<file path="config.mk">
export PLATFORM = sky130hd
export DESIGN_NAME = div_sequencer
export DESIGN_NICKNAME = d
export VERILOG_FILES = /design/src/rtl/div_sequencer.sv
export SDC_FILE = /design/constraint.sdc
export NUM_CORES = 1
export LEC_CHECK = 0
export ABC_AREA = 1
export BUFFER_PORTS_ARGS = -buffer_cell sky130_fd_sc_hd__clkbuf_2
export CORE_UTILIZATION = 66
export CTS_BUF_LIST = sky130_fd_sc_hd__clkbuf_8 sky130_fd_sc_hd__clkbuf_16
export CTS_CLUSTER_SIZE = 10
export DETAILED_ROUTE_END_ITERATION = 10
export HOLD_SLACK_MARGIN = 0.06
export PLACE_DENSITY = 0.85
export SLEW_MARGIN = 20
export SYNTH_ARGS = -nofsm -noshare
export SYNTH_HDL_FRONTEND = slang
export SYNTH_SLANG_ARGS = --single-unit
</file>
<file path="constraint.sdc">
create_clock -name clk -period 7.54 [get_ports clk]
set_input_delay 0.754 -clock clk [delete_from_list [all_inputs] [get_ports clk]]
set_output_delay 0.754 -clock clk [all_outputs]
set_load 0.005 [all_outputs]
</file>
<file path="src/rtl/div_sequencer.sv">
// Radix-2 restoring DIV/DIVU unit: one quotient bit per cycle, ready at WIDTH+1 cycles after start (2 for divide-by-zero).
// No backpressure: stall holds the pipeline while busy, ready pulses once with {remainder, quotient}.
module div_sequencer #(
  parameter int WIDTH = 32,
  parameter int CNT_W = 6
) (
  input  logic               clk,
  input  logic               rst,
  input  logic               start,
  input  logic               signed_div,
  input  logic               annul,
  input  logic [WIDTH-1:0]   opdata1,
  input  logic [WIDTH-1:0]   opdata2,
  output logic [2*WIDTH-1:0] result,
  output logic               ready,
  output logic               stall
);

  typedef enum logic [1:0] {IDLE, DIVZERO, ON, END} state_t;

  state_t             state_q, state_d;
  logic [CNT_W-1:0]   cnt_q, cnt_d;
  logic [WIDTH-1:0]   rem_q, rem_d;
  logic [WIDTH-1:0]   quo_q, quo_d;
  logic [WIDTH-1:0]   dvsr_q, dvsr_d;
  logic               neg_quo_q, neg_quo_d;
  logic               neg_rem_q, neg_rem_d;
  logic [2*WIDTH-1:0] result_q, result_d;
  logic               ready_q, ready_d;

  logic               accept;
  logic [WIDTH:0]     shifted;
  logic [WIDTH+1:0]   diff;
  logic               fits;
  logic [WIDTH-1:0]   dvd_mag, dvs_mag;
  logic [WIDTH-1:0]   rem_fix, quo_fix;

  assign accept  = (state_q == IDLE) && start && !annul;
  assign dvd_mag = (signed_div && opdata1[WIDTH-1]) ? -opdata1 : opdata1;
  assign dvs_mag = (signed_div && opdata2[WIDTH-1]) ? -opdata2 : opdata2;

  // Trial subtraction on the shifted partial remainder; a zero top pair means
  // the difference is non-negative and already fits the remainder register.
  assign shifted = {rem_q, quo_q[WIDTH-1]};
  assign diff    = {1'b0, shifted} - {2'b00, dvsr_q};
  assign fits    = (diff[WIDTH+1:WIDTH] == 2'b00);

  always_comb begin
    state_d   = state_q;
    cnt_d     = cnt_q;
    rem_d     = rem_q;
    quo_d     = quo_q;
    dvsr_d    = dvsr_q;
    neg_quo_d = neg_quo_q;
    neg_rem_d = neg_rem_q;
    result_d  = result_q;
    ready_d   = 1'b0;
    rem_fix   = '0;
    quo_fix   = '0;

    case (state_q)
      IDLE: begin
        if (accept) begin
          cnt_d = '0;
          if (opdata2 == '0) begin
            // Divide-by-zero returns the raw dividend with no sign fix-up.
            state_d   = DIVZERO;
            rem_d     = opdata1;
            quo_d     = '1;
            dvsr_d    = '0;
            neg_quo_d = 1'b0;
            neg_rem_d = 1'b0;
          end else begin
            state_d   = ON;
            rem_d     = '0;
            quo_d     = dvd_mag;
            dvsr_d    = dvs_mag;
            neg_quo_d = signed_div && (opdata1[WIDTH-1] ^ opdata2[WIDTH-1]);
            neg_rem_d = signed_div && opdata1[WIDTH-1];
          end
        end
      end
      ON: begin
        if (annul) begin
          state_d = IDLE;
        end else begin
          rem_d = fits ? diff[WIDTH-1:0] : shifted[WIDTH-1:0];
          quo_d = {quo_q[WIDTH-2:0], fits};
          cnt_d = cnt_q + 1'b1;
          if (cnt_q == CNT_W'(WIDTH-1)) state_d = END;
        end
      end
      DIVZERO: state_d = annul ? IDLE : END;
      default: state_d = IDLE;
    endcase

    // Result is captured on the edge into END so it is valid with ready.
    if (state_d == END) begin
      rem_fix  = neg_rem_d ? -rem_d : rem_d;
      quo_fix  = neg_quo_d ? -quo_d : quo_d;
      result_d = {rem_fix, quo_fix};
      ready_d  = 1'b1;
    end
  end

  always_ff @(posedge clk or negedge rst) begin
    if (!rst) begin
      state_q   <= IDLE;
      cnt_q     <= '0;
      rem_q     <= '0;
      quo_q     <= '0;
      dvsr_q    <= '0;
      neg_quo_q <= 1'b0;
      neg_rem_q <= 1'b0;
      result_q  <= '0;
      ready_q   <= 1'b0;
    end else begin
      state_q   <= state_d;
      cnt_q     <= cnt_d;
      rem_q     <= rem_d;
      quo_q     <= quo_d;
      dvsr_q    <= dvsr_d;
      neg_quo_q <= neg_quo_d;
      neg_rem_q <= neg_rem_d;
      result_q  <= result_d;
      ready_q   <= ready_d;
    end
  end

  assign result = result_q;
  assign ready  = ready_q;
  // The request cycle stalls combinationally so the pipeline holds the operands.
  assign stall  = rst && (accept || (state_q == ON) || (state_q == DIVZERO));

endmodule
</file>
==> metrics <==
fin crit share=63.2%; final hold viol count=0; count of state elements after synthesis=171; # IOs=135; die area=about 22000 sq um; Hold Path Class=in2async; Syn Nets=2335; Data arrival, critical path=5.11 ns; first-pass GRT wire length=74.0 mm; share of layout cells above drive strength 1=12.2%; CP max FO=23; # port buffers=134; Remaining Overflow, GRT=0; CP Class=reg2reg; syn avg cell area=6.36 sq um; P_leak=around 8 nW; dpl cells=2572; first drt pass iteration count=9; starting density of the core=67.5%; vias in the first global route=approximately 15000; worst vdd ir=0.237 mV; Final HPWL DP=between 30 and 40 mm; Clock transition at path regs=0.08 ns; largest net degree at the start of global routing=99; Slew Viols, Final=0; Clk Latency, worst-skew pair=between 0.4 and 0.5 ns; CTS tree=done; Crit path largest cell delay=0.70 ns; FP Rows=53; headroom to the max-slew limit=34.6%; CTS root buffer=clkbuf_16; CP Capture Type=flip-flop; htree depth=4; Final Wtd Congestion=roughly 1; Netlist Area Pre-Place=14200 sq um; Setup Viol. Count Final=0; nets=2423; CTS Hold Bufs=0; Synth Warn #=0; Period minus WS final=4.76 ns; post-cts gate resize count=0; clk_skew=0.0149 ns; worst-margin pin slew=0.981 ns; Sink Count=171; PD cells=between 500 and 600 nW/um^2; max-cap viol count=0; Synth Instances=2228; CP delay by family, top=simple AND/OR/NAND/NOR gates; Layout Cells excl Fill=2606; Core ar.=21000 sq um; RSZ-0062 raised after global routing=false; die height=about 150 um; post-synthesis sequential area ratio=30.2%; DR vias=~15000; CTS buffer count=17; final WL=46.0 mm; final setup TNS=0 ns; Crit-path slowest cell=dfrtp_1; Area Growth Syn to Fin=9.49%; max frequency=around 210 MHz; vias per cell=5.91; Hold Slack=between 0.2 and 0.25 ns; Die X-Extent=149 um; WL per Instance=17.6 um; Critical Path, Cell by Cell=nor2_1, inv_2, nor2_1, nor2_1, buf_4, inv_2, nand2_1, nand3_2, inv_1, ha_1, nand3_1, nor2_1, nand2_1, nor2_1, nand2_1, nor2_1, nand2_1, nand2_1, nand3_1, nand3_1, nand2_1; CP startpoint kind=flip-flop; fin area=15500 sq um; postcts setup bufs=0; DR DRC count=0; placed inst area=about 15000 sq um; GRT Overall Usage=42.9%; initial drt markers=~1800; Distinct cells, synth=51; crit path buf inv count=4; status=completed; Req. time, crit path=7.88 ns; Final ANT Viol Nets=0; antenna violations before repair=2; fillers=1748; clock tree buffer depth=2
==> per-stage QoR <==
stage	utilization [%]	setup WS (ns)	power, mW
global route	73.8	2.45	8.40
global placement	71.2	2.70	6.59
finish	73.9	2.78	7.77
floorplan	-	4.13	5.40
detailed placement	71.2	2.48	6.71
CTS	73.8	2.95	7.62
==> synth_stat cells, drive strengths merged <==
library cell	n	area [sq um]
a21boi	3	22.5
a21o	3	22.5
a21oi	98	532
a221oi	1	8.76
a22o	1	8.76
a22oi	10	75.1
a31oi	2	12.5
and2	1	6.26
buf	32	173
clkbuf	43	161
clkinv	1	3.75
dfrtp	171	4280
fa	1	20.0
ha	37	463
inv	311	1170
nand2	734	2860
nand3	165	906
nand3b	4	30.0
nand4	35	219
nor2	222	923
nor3	24	125
nor4	4	31.3
o211ai	26	200
o21ai	160	820
o21bai	9	67.6
o221ai	1	8.76
o22a	1	8.76
o22ai	29	181
o31ai	3	22.5
or2	8	50.1
xnor2	28	245
xor2	60	526
==> cell type report <==
type | count | area (sq um) | share of cell area [%]
Sequential cell | 171 | 4280 | 27.6
Timing Repair Buffer | 144 | 752 | 4.84
Multi-Input combinational cell | 1670 | 8420 | 54.2
Inverter | 312 | 1170 | 7.54
Clock inverter | 15 | 133 | 0.854
Clock buffer | 17 | 425 | 2.74
Tap cell | 275 | 344 | 2.22
Antenna cell | 2 | 5.00 | 0.0322
==> layer usage <==
metal	vias up	routed length (um)	global-route usage, %	share of wire (%)
met1	7038	17800	53.9	39
li1	7291	-	-	-
met3	175	4330	7.67	9.4
met5	-	0	0	0
met2	903	21700	71.0	47
met4	0	2150	20.6	4.7
==> state kept, by name (all words and copies together), names as in the netlist <==
register / flops
neg_quo_q: 1
cnt_q: 6
result: 64
quo_q: 32
dvsr_q: 32
ready: 1
state_q: 2
rem_q: 32
neg_rem_q: 1
==> final timing paths <==
path                                         from                     end  slack (ns)  cells past startpoint
max                          state_q[0]$_DFF_PN0_  result[24]$_DFFE_PN0P_        2.78                     21
min                                           rst  dvsr_q[10]$_DFFE_PN0P_        0.23                      1
max reg2reg                  state_q[0]$_DFF_PN0_  result[24]$_DFFE_PN0P_        2.78                     21
min reg2reg                result[50]$_DFFE_PN0P_  result[50]$_DFFE_PN0P_        0.48                      2
max in group asynchronous                     rst  result[15]$_DFFE_PN0P_        5.99                      2
min in group clk           result[50]$_DFFE_PN0P_  result[50]$_DFFE_PN0P_        0.48                      2
==> report_power, final <==
group / switching [mW] / internal (mW) / leakage, nW / total (mW)
combinational: 3.73 / 1.67 / 5.71 / 5.40
clock: 0.443 / 0.436 / 0.275 / 0.879
sequential: 0.263 / 1.22 / 2.13 / 1.49
==> kinds of logic after synthesis <==
logic type                 count (synthesis)  synth area share (%)
DFF                                      171                  30.2
xor gates and xnor gates                  88                  5.44
and+or+nand+nor                         1197                  36.3
AOI/OAI and AO/OA                        347                  14.0
buffers and inverters                    387                  10.6
adders and majority gates                 38                  3.41
==> cell usage in the layout (no fill, tap or decap), types with 4 or more instances in the layout <==
cell	Yosys	final
nand3_4	4	4
o21bai_1	9	9
nor3_1	23	23
or2_2	7	7
ha_1	37	37
o211ai_1	25	25
o22ai_1	29	28
o21ai_0	142	141
nor2_4	7	7
xor2_1	60	60
inv_8	0	6
nand4_1	35	35
nand3_2	6	6
dfrtp_1	171	171
nand3_1	155	155
clkbuf_16	0	17
nand3b_1	4	4
inv_1	294	295
nand2_2	30	30
nand2_4	4	4
nor2_2	15	15
o21ai_1	15	15
a22oi_1	10	10
xnor2_1	28	28
a21oi_1	89	88
a21oi_2	8	8
buf_4	3	10
nand2_1	700	700
nor2_1	200	200
clkbuf_2	0	133
inv_2	17	18
Note: power is estimated with default switching activity, not from simulation.
